### src/rtl/rvvi_frame_decoder_pkg.sv
// Shared definitions for the RVVI trace frame decoder.
// Holds the frame geometry, the bit offset of every field in the compressed
// payload (LSB of the frame first) and the header beat layout.
package rvvi_frame_decoder_pkg;

    localparam int XLEN       = 64;
    localparam int MAX_CSRS   = 5;
    localparam int CSR_SLOT_W = XLEN + 16;          // {Addr[12], 4 pad, Value[XLEN]}
    localparam int REQ_W      = 3 * XLEN + 56;      // PC, Instr, Mcycle, Minstret, flags, CSRCount
    localparam int REG_W      = 2 * XLEN + 16;      // GPR + FPR write block
    localparam int RVVI_WIDTH = REQ_W + REG_W + MAX_CSRS * CSR_SLOT_W;
    localparam int EXP_BEATS  = (RVVI_WIDTH + 31) / 32;
    localparam int CSRCNT_W   = $clog2(MAX_CSRS + 1);

    localparam int OFF_PC       = 0;
    localparam int OFF_INSTR    = XLEN;
    localparam int OFF_MCYCLE   = XLEN + 32;
    localparam int OFF_MINSTRET = XLEN + 96;
    localparam int OFF_TRAP     = XLEN + 160;
    localparam int OFF_PRIV     = XLEN + 161;
    localparam int OFF_GPRWEN   = XLEN + 163;
    localparam int OFF_FPRWEN   = XLEN + 164;
    localparam int OFF_CSRCNT   = XLEN + 168;
    localparam int OFF_GPRADDR  = REQ_W;
    localparam int OFF_GPRVAL   = REQ_W + 8;
    localparam int OFF_FPRADDR  = REQ_W + 8 + XLEN;
    localparam int OFF_FPRVAL   = REQ_W + 16 + XLEN;
    localparam int OFF_CSR      = REQ_W + REG_W;
    localparam int CSR_VAL_OFS  = 16;

    typedef struct packed {
        logic [15:0] frame_count;
        logic [15:0] beat_count;
    } rvvi_hdr_t;

endpackage

### src/rtl/rvvi_beat_deser.sv
// Beat deserializer: counts accepted beats against a target and writes each
// stored beat into the frame register at its index (beat 0 = frame LSBs).
// Beats past WIDTH are counted but not stored.
//   load_i   - a beat is accepted this cycle
//   store_i  - write the accepted beat into the frame register
//   clear_i  - restart the beat counter (header accepted)
//   target_i - number of beats in the current frame
//   done_o   - the beat being accepted is the last one
//   frame_o  - assembled frame register
module rvvi_beat_deser #(
    parameter int WIDTH = 792
) (
    input  logic             clk,
    input  logic             reset_n,
    input  logic             load_i,
    input  logic             store_i,
    input  logic             clear_i,
    input  logic [15:0]      target_i,
    input  logic [31:0]      data_i,
    output logic             done_o,
    output logic [WIDTH-1:0] frame_o
);
    localparam int BEATS = (WIDTH + 31) / 32;

    logic [15:0]         cnt_q;
    logic [WIDTH-1:0]    frame_q;
    logic [BEATS*32-1:0] frame_d;
    logic                unused_hi;

    assign done_o  = load_i && (cnt_q == target_i - 16'd1);
    assign frame_o = frame_q;

    // Bits of the last beat above WIDTH fall off here.
    always_comb begin
        frame_d            = '0;
        frame_d[WIDTH-1:0] = frame_q;
        for (int b = 0; b < BEATS; b++)
            if (load_i && store_i && cnt_q == 16'(b))
                frame_d[b*32 +: 32] = data_i;
    end
    assign unused_hi = ^frame_d;

    always_ff @(posedge clk or negedge reset_n) begin
        if (!reset_n) begin
            cnt_q   <= '0;
            frame_q <= '0;
        end else begin
            if (clear_i)     cnt_q <= '0;
            else if (load_i) cnt_q <= done_o ? 16'd0 : cnt_q + 16'd1;
            frame_q <= frame_d[WIDTH-1:0];
        end
    end

endmodule

### src/rtl/rvvi_frame_decoder.sv
// RVVI trace frame decoder. Reassembles a header-prefixed stream of 32-bit
// beats into a frame, unpacks it into a retirement record on a valid/ready
// port and checks frame-count continuity and frame length.
//   clk, reset_n          - clock, async active-low reset
//   InValid/InReady/InData - beat input handshake
//   DecValid/DecReady      - decoded record handshake, Dec* fields
//   SeqErr/LenErr/CsrErr   - one-cycle error pulses; DropCount saturating
// Build option: define RVVI_DECODE_CSR_EN to store and decode the CSR slots;
// otherwise CSR beats are consumed and dropped and the CSR outputs read 0.
module rvvi_frame_decoder
    import rvvi_frame_decoder_pkg::*;
(
    input  logic                       clk,
    input  logic                       reset_n,
    input  logic                       InValid,
    output logic                       InReady,
    input  logic [31:0]                InData,
    output logic                       DecValid,
    input  logic                       DecReady,
    output logic [XLEN-1:0]            DecPC,
    output logic [31:0]                DecInstr,
    output logic [63:0]                DecMcycle,
    output logic [63:0]                DecMinstret,
    output logic                       DecTrap,
    output logic [1:0]                 DecPriv,
    output logic                       DecGPRWen,
    output logic                       DecFPRWen,
    output logic [4:0]                 DecGPRAddr,
    output logic [4:0]                 DecFPRAddr,
    output logic [XLEN-1:0]            DecGPRValue,
    output logic [XLEN-1:0]            DecFPRValue,
    output logic [CSRCNT_W-1:0]        DecCSRCount,
    output logic [MAX_CSRS*12-1:0]     DecCSRAddr,
    output logic [MAX_CSRS*XLEN-1:0]   DecCSRValue,
    output logic [15:0]                DecFrameCount,
    output logic                       SeqErr,
    output logic                       LenErr,
    output logic                       CsrErr,
    output logic [31:0]                DropCount
);
    localparam logic [1:0] S_HDR  = 2'd0;
    localparam logic [1:0] S_PAY  = 2'd1;
    localparam logic [1:0] S_DISC = 2'd2;
    localparam logic [1:0] S_OUT  = 2'd3;

`ifdef RVVI_DECODE_CSR_EN
    localparam int STORE_W = RVVI_WIDTH;
`else
    localparam int STORE_W = OFF_CSR;
`endif

    logic [1:0]         state_q, state_d;
    rvvi_hdr_t          hdr;
    logic               hdr_fire, beat_fire, done, len_bad, seq_mis;
    logic [STORE_W-1:0] frame;
    logic [15:0]        disc_q, target, exp_q, fc_q, gap;
    logic               armed_q, seq_err_q, len_err_q;
    logic [31:0]        drop_q;
    logic [32:0]        drop_sum;
    logic               unused_frame;

    assign hdr       = rvvi_hdr_t'(InData);
    assign InReady   = (state_q != S_OUT);
    assign DecValid  = (state_q == S_OUT);
    assign hdr_fire  = InValid && (state_q == S_HDR);
    assign beat_fire = InValid && (state_q == S_PAY || state_q == S_DISC);
    assign target    = (state_q == S_PAY) ? 16'(EXP_BEATS) : disc_q;
    assign len_bad   = (hdr.beat_count != 16'(EXP_BEATS)) && (hdr.beat_count != 16'd0);
    assign seq_mis   = armed_q && (hdr.frame_count != exp_q);
    assign gap       = hdr.frame_count - exp_q;   // mod 2^16 distance
    assign drop_sum  = {1'b0, drop_q} + {17'd0, gap};

    rvvi_beat_deser #(.WIDTH(STORE_W)) u_deser (
        .clk      (clk),
        .reset_n  (reset_n),
        .load_i   (beat_fire),
        .store_i  (state_q == S_PAY),
        .clear_i  (hdr_fire),
        .target_i (target),
        .data_i   (InData),
        .done_o   (done),
        .frame_o  (frame)
    );

    always_comb begin
        state_d = state_q;
        case (state_q)
            S_HDR:  if (InValid) begin
                        if (hdr.beat_count == 16'(EXP_BEATS)) state_d = S_PAY;
                        else if (len_bad)                     state_d = S_DISC;
                    end
            S_PAY:  if (done) state_d = S_OUT;
            S_DISC: if (done) state_d = S_HDR;
            default: if (DecReady) state_d = S_HDR;
        endcase
    end

    always_ff @(posedge clk or negedge reset_n) begin
        if (!reset_n) begin
            state_q   <= S_HDR;
            disc_q    <= '0;
            fc_q      <= '0;
            exp_q     <= '0;
            armed_q   <= 1'b0;
            drop_q    <= '0;
            seq_err_q <= 1'b0;
            len_err_q <= 1'b0;
        end else begin
            state_q   <= state_d;
            seq_err_q <= hdr_fire && seq_mis;
            len_err_q <= hdr_fire && len_bad;
            if (hdr_fire) begin
                disc_q  <= hdr.beat_count;
                exp_q   <= hdr.frame_count + 16'd1;
                armed_q <= 1'b1;
                if (hdr.beat_count == 16'(EXP_BEATS)) fc_q <= hdr.frame_count;
                if (seq_mis) drop_q <= drop_sum[32] ? 32'hFFFF_FFFF : drop_sum[31:0];
            end
        end
    end

    assign SeqErr        = seq_err_q;
    assign LenErr        = len_err_q;
    assign DropCount     = drop_q;
    assign DecFrameCount = fc_q;

    assign DecPC       = frame[OFF_PC       +: XLEN];
    assign DecInstr    = frame[OFF_INSTR    +: 32];
    assign DecMcycle   = frame[OFF_MCYCLE   +: 64];
    assign DecMinstret = frame[OFF_MINSTRET +: 64];
    assign DecTrap     = frame[OFF_TRAP];
    assign DecPriv     = frame[OFF_PRIV     +: 2];
    assign DecGPRWen   = frame[OFF_GPRWEN];
    assign DecFPRWen   = frame[OFF_FPRWEN];
    assign DecGPRAddr  = frame[OFF_GPRADDR  +: 5];
    assign DecGPRValue = frame[OFF_GPRVAL   +: XLEN];
    assign DecFPRAddr  = frame[OFF_FPRADDR  +: 5];
    assign DecFPRValue = frame[OFF_FPRVAL   +: XLEN];
    assign unused_frame = ^frame;   // pad bits carry nothing

`ifdef RVVI_DECODE_CSR_EN
    logic [11:0] csr_raw;
    logic        csr_err_q;

    assign csr_raw     = frame[OFF_CSRCNT +: 12];
    assign DecCSRCount = (csr_raw > 12'(MAX_CSRS)) ? CSRCNT_W'(MAX_CSRS) : csr_raw[CSRCNT_W-1:0];
    assign CsrErr      = csr_err_q;

    // CSRCount sits in an early beat, so it is already stored when the last
    // beat lands; the pulse lines up with the first DecValid cycle.
    always_ff @(posedge clk or negedge reset_n) begin
        if (!reset_n) csr_err_q <= 1'b0;
        else          csr_err_q <= (state_q == S_PAY) && done && (csr_raw > 12'(MAX_CSRS));
    end

    for (genvar i = 0; i < MAX_CSRS; i++) begin : g_csr
        assign DecCSRAddr[12*i +: 12]    = frame[OFF_CSR + i*CSR_SLOT_W +: 12];
        assign DecCSRValue[XLEN*i +: XLEN] = frame[OFF_CSR + i*CSR_SLOT_W + CSR_VAL_OFS +: XLEN];
    end
`else
    assign DecCSRCount = '0;
    assign DecCSRAddr  = '0;
    assign DecCSRValue = '0;
    assign CsrErr      = 1'b0;
`endif

endmodule

### config.mk
export PLATFORM = sky130hd
export DESIGN_NAME = rvvi_frame_decoder
export DESIGN_NICKNAME = d
export VERILOG_FILES = /design/src/rtl/rvvi_frame_decoder_pkg.sv /design/src/rtl/rvvi_beat_deser.sv /design/src/rtl/rvvi_frame_decoder.sv
export SDC_FILE = /design/constraint.sdc
export NUM_CORES = 1
export LEC_CHECK = 0
export BUFFER_PORTS_ARGS = -buffer_cell sky130_fd_sc_hd__clkbuf_2
export CORE_AREA = 2 2 325 327
export CTS_CLUSTER_DIAMETER = 30
export CTS_CLUSTER_SIZE = 20
export DETAILED_ROUTE_END_ITERATION = 10
export DIE_AREA = 0 0 327 329
export SYNTH_ARGS = -nofsm -noshare
export SYNTH_HDL_FRONTEND = slang
export SYNTH_HIERARCHICAL = 1
export SYNTH_SLANG_ARGS = --single-unit
### constraint.sdc
create_clock -name clk -period 5.58 [get_ports clk]
set_input_delay 0.558 -clock clk [delete_from_list [all_inputs] [get_ports clk]]
set_output_delay 0.558 -clock clk [all_outputs]
set_load 0.01 [all_outputs]
# Word level (Yosys, flattened, before mapping)
# Index checks and enable logic that the tools add are counted.
dict set report classes {
  reduce_logical 30
  muxes 12
  eq_ne 24
  add_sub_neg 5
}
# cell n
set op_table {}
lappend op_table {{$eq A16 B4 Y1 const B} 5}
lappend op_table {{$eq A16 B3 Y1 const B} 4}
lappend op_table {{$mux W16} 4}
lappend op_table {{$add A32 B16 Y33} 1}
lappend op_table {{$add A16 B1 Y16 const B} 2}
lappend op_table {{$eq A16 B2 Y1 const B} 2}
lappend op_table {{$mux W32} 1}
lappend op_table {{$logic_and A1 B1 Y1} 21}
lappend op_table {{$eq A16 B1 Y1 const B} 1}
lappend op_table {{$eq A16 B16 Y1} 1}
lappend op_table {{$eq A16 B5 Y1 const B} 1}
lappend op_table {{$logic_not A16 Y1} 1}
lappend op_table {{$ne A16 B16 Y1} 1}
lappend op_table {{$ne A16 B5 Y1 const B} 1}
lappend op_table {{$reduce_bool A16 Y1} 1}
lappend op_table {{$sub A16 B1 Y16 const B} 1}
lappend op_table {{$sub A16 B16 Y16} 1}
lappend op_table {{$mux W2} 6}
lappend op_table {{$ne A2 B2 Y1 const B} 3}
lappend op_table {{$pmux W2 S3} 1}
lappend op_table {{$reduce_and A5 Y1} 1}
lappend op_table {{$eq A2 B2 Y1 const B} 2}
lappend op_table {{$reduce_and A2 Y1} 2}
lappend op_table {{$reduce_bool A4 Y1} 1}
lappend op_table {{6 further kinds} 6}
dict set report word_totals {
  wordCells 93
  out_inout_bits 803
  ff_bits 490
  input_bits 36
}

# Logic depth before layout (Yosys ltp)
dict set report logic_depth {
  ltp_word 8
  depth_mapped 18
  ltp_nobuf 18
}

# By module
# The synthesis kept the hierarchy.
# mod seq_area_each_um2 n_inst cells_per_inst area_per_inst_um2
set modules_own_cells {}
lappend modules_own_cells {rvvi_beat_deser 10209.8 1 1050 16062.9}
lappend modules_own_cells {rvvi_frame_decoder 2127.0 1 953 8313.0}

# Worst setup path before layout
# No wires, ideal clock.
dict set report synth_timing {
  path_type {input port to flip-flop}
  startpoint {input port InData[23]}
  endpoint {register drop_q[27] (netlist: DropCount[27])}
  setup_ps 128
  arrival_time_ps 4011
  path_buffers 0
  cell_stages 16
  setup_slack_ps 1442
  required_ps 5452
  cell_sequence {ha_1 -> a21o_1 -> nand2_1 -> nand2b_1 -> a2111o_1 -> o221a_2 -> or4_1 -> nand3_1 -> ha_1 -> nand2_1 -> o21ai_1 -> nor3_1 -> a221oi_2 -> nand3_2 -> or3_1 -> mux2_1}
}
dict set report synth_via {
  elab_chain_cells 3
  word_cells_on_any_way 6
  classes_between {2 x add/sub; 1 x eq/ne; 1 x mux; 2 x reduce/logical}
}
# element line
set synth_lines {}
lappend synth_lines {{from (decl)} rvvi_frame_decoder.sv:17} ;# input logic [31:0] InData,
lappend synth_lines {{$sub A16 B16 Y16 or $ne A16 B16 Y1 (tied branches)} {rvvi_frame_decoder.sv:70, rvvi_frame_decoder.sv:69}}
lappend synth_lines {{$add A32 B16 Y33 or $logic_and A1 B1 Y1 (tied branches)} {rvvi_frame_decoder.sv:71, rvvi_frame_decoder.sv:69}}
lappend synth_lines {{$mux W32 or $reduce_and A2 Y1 (tied branches)} -}
lappend synth_lines {{to (signal assigned)} rvvi_frame_decoder.sv:117} ;# if (seq_mis) drop_q <= drop_sum[32] ? 32'hFFFF_FFFF : drop_sum[31:0];
lappend synth_lines {{to (decl)} rvvi_frame_decoder.sv:58} ;# logic [31:0] drop_q;
# Several ways; a longest one is shown, not always the timed one.
# A chain may end at the register's enable or synchronous reset.

# Worst setup path in the final report
dict set report layout_timing {
  startpoint {register exp_q[0]}
  endpoint {register drop_q[5] (netlist: DropCount[5])}
}
dict set report layout_via {
  elab_chain_cells 3
  word_cells_on_any_way 6
  classes_between {2 x add/sub; 1 x eq/ne; 1 x mux; 2 x reduce/logical}
}
# element line
set layout_lines {}
lappend layout_lines {{from (decl)} rvvi_frame_decoder.sv:56} ;# logic [15:0] disc_q, target, exp_q, fc_q, gap;
lappend layout_lines {{from (signal assigned)} rvvi_frame_decoder.sv:114} ;# exp_q <= hdr.frame_count + 16'd1;
lappend layout_lines {{$sub A16 B16 Y16 or $ne A16 B16 Y1 (tied branches)} {rvvi_frame_decoder.sv:70, rvvi_frame_decoder.sv:69}}
lappend layout_lines {{$add A32 B16 Y33 or $logic_and A1 B1 Y1 (tied branches)} {rvvi_frame_decoder.sv:71, rvvi_frame_decoder.sv:69}}
lappend layout_lines {{$mux W32 or $reduce_and A2 Y1 (tied branches)} -}
# Several ways; a longest one is shown, not always the timed one.

==> flow_summary_export.csv <==
group,metric,value,unit
floorplanning,die_h,329,um
yosys,synth_area,23460,um2
clocking,path_clk_slew,0.05,ns
global_routing,grt_usage,12.05,%
drt,vias_per_cell,3.909,
setup_path,crit_buf_inv,0,
power_and_ir_drop,ir_worst_vdd,337.2,uV
setup_path,r2r_end,"DropCount[5]",
drt,num_vias,15390,
setup_path,worstSetupEndpointType,"register",
finish,post_route_cells_drive_above_1_share,43.85,%
finish,finalNetCount,2535,
setup_path,cp-endpoint,"DropCount[5]",
placement,place.gp.congestion,0.8085,
sta,setup_viol,0,
clocking,htreeDepth,3,
clocking,root_buffer,"clkbuf_16",
drt,wl_per_cell,17.29,um
sta,max_slew_margin,24.96,%
setup_path,path_cells,"ha_1, fa_1, nor2b_1, o21a_1, o21ai_0, a211oi_1, a211oi_1, xnor2_1, ha_1, a21oi_1, o311ai_1, a21oi_1, a211oi_4, o21ai_1, o21a_1, a21oi_1",
clocking,ctsResizeCount,0,
setup_path,crit_family,"compound AO/OA/AOI/OAI gates",
sta,post-route-min-period,4.537,ns
floorplanning,std_cell_rows,119,
sta,layout_worst_path_cycle_share,81.31,%
clocking,cts_tree,"built",
finish,area_delta_synth_final,27.06,%
clocking,insertion_delay,0.67,ns
drt,totalWireLength,68.08,mm
yosys,yosys_warnings,6,
yosys,syn_avg_cell_area,12.02,um2
sta,hold_ws,0.3942,ns
global_routing,first_global_vias,15110,
sta,max_freq,220.4,MHz
sta,hold_violations,0,
floorplanning,initial_core_util,22.48,%
placement,portBuffers,454,
drt,drcViolationCount,0,
finish,nFillCells,10740,
setup_path,setup.worst_path.start,"exp_q[0]",
setup_path,reg2reg_depth,16,
outcome,status,"complete, no violations",
floorplanning,dieArea,107600,um2
setup_path,crit_top_cell,"a21oi_1",
clocking,cts_buffers,105,
setup_path,cpMaxStageDelayCell,"o21ai_1",
floorplanning,boundaryPins,839,
setup_path,crit-reg2reg-launch,"exp_q[0]",
clocking,cts_sinks,468,
sta,skew,0.04602,ns
global_routing,grt_overflow,0,
floorplanning,core,104400,um2
sta,grt_setup_unrepaired,"no",
setup_path,critPathMaxStageDelay,0.89,ns
global_routing,grt_max_degree,149,
power_and_ir_drop,power_per_cell_area,611.2,nW/um2
drt,first_pass_iters,5,
setup_path,worst-path-stages,16,
setup_path,worst_ep_arrival_time,5.06,ns
setup_path,critPathRequiredTime,6.10,ns
sta,tns,0,ns
drt,drtIter0Drc,748,
setup_path,cp_max_fo,14,
sta,drv_slew,0,
setup_path,cp-start-kind,"register",
power_and_ir_drop,report.power.total,18.22,mW
setup_path,critPathKind,"register to register",
drt,drtAntennaViolNets,0,
sta,tightest_slew,1.118,ns
setup_path,regToRegSetupSlack,1.04,ns
worst_hold_path,hp-class,"input pin to register",
global_routing,antenna_found_initial,2,
placement,dp_hpwl,49.29,mm
yosys,syn_inst,1952,
clocking,clk_path_buf_depth,3,
global_routing,grt_pass1_wl,97.50,mm
run,maxCapViolCount,0,
floorplanning,fp.dieW,327,um
power_and_ir_drop,p_leak,14.87,nW
==> how the worst min path moves through the flow <==
stage	start	endpoint	depth (start not counted)
2_1_floorplan	reset_n	DecFrameCount[0]	0
3_3_place_gp	armed_q	armed_q	1
3_5_place_dp	armed_q	armed_q	1
4_1_cts	InValid	state_q[1]	4
5_1_grt	InValid	state_q[1]	4
6_report	InValid	state_q[1]	4
==> sequential cells by signal (all words and copies together), names as in the netlist <==
name             flops
u_deser/frame_o    367
DropCount           32
DecFrameCount       16
disc_q              16
exp_q               16
u_deser/cnt_q       16
state_q              2
LenErr               1
SeqErr               1
armed_q              1
==> layer usage <==
metal	global-route usage [%]	vias up	wire length, um
met3	3.017	116	4071
met1	13.89	7683	26800
li1	-	6977	-
met5	0	-	0
met4	4.896	0	2037
met2	21.29	615	35170
==> placed cells by master, fill, tap and decap left out, types with 29 or more instances in the layout <==
cell type / instances
xor2_1: 39
clkbuf_2: 453
nor2_1: 68
conb_1: 384
ha_1: 43
dfrtp_1: 468
clkbuf_16: 106
a21oi_1: 39
mux2_2: 401
nand2_1: 60
inv_1: 40
buf_4: 29
o21ai_0: 35
xnor2_1: 36
==> tightest hold or removal path, stage by stage <==
cell	delay, ns
clkbuf_2	0.11
o21ai_0	0.10
a21oi_1	0.12
a21oi_1	0.13
==> final cells by class <==
class,instances,area [um2],share of cell area (%)
antenna,1,2.502,0.008394
clock buffer,138,2973,9.972
clock inverter,60,843.3,2.829
inverter,40,150.1,0.5036
multi-input combinational,1353,9842,33.01
sequential,468,11710,39.28
tap,1391,1740,5.838
timing repair buffer,486,2550,8.553
==> timing repair <==
action                    in CTS  in global routing
hold endpoints to repair      59                  0
buffers inserted               0                  0
hold buffers                   1                  0
==> per-stage QoR <==
step	instance area, um2	worst slack (ns)	util (%)	instances
6_report	29810	1.043	28.56	3937
5_1_grt	29810	0.5053	28.56	3936
2_1_floorplan	24900	1.442	-	2335
3_5_place_dp	25980	0.6456	24.89	3737
3_3_place_gp	25980	0.7279	24.89	3737
4_1_cts	29810	1.037	28.56	3936
==> power breakdown <==
group | internal [mW] | total [mW] | switching (mW)
clock network | 4.41 | 6.47 | 2.07
registers | 4.71 | 5.45 | 0.733
logic | 2.79 | 6.30 | 3.51
Power figures use the tool's default switching activity.
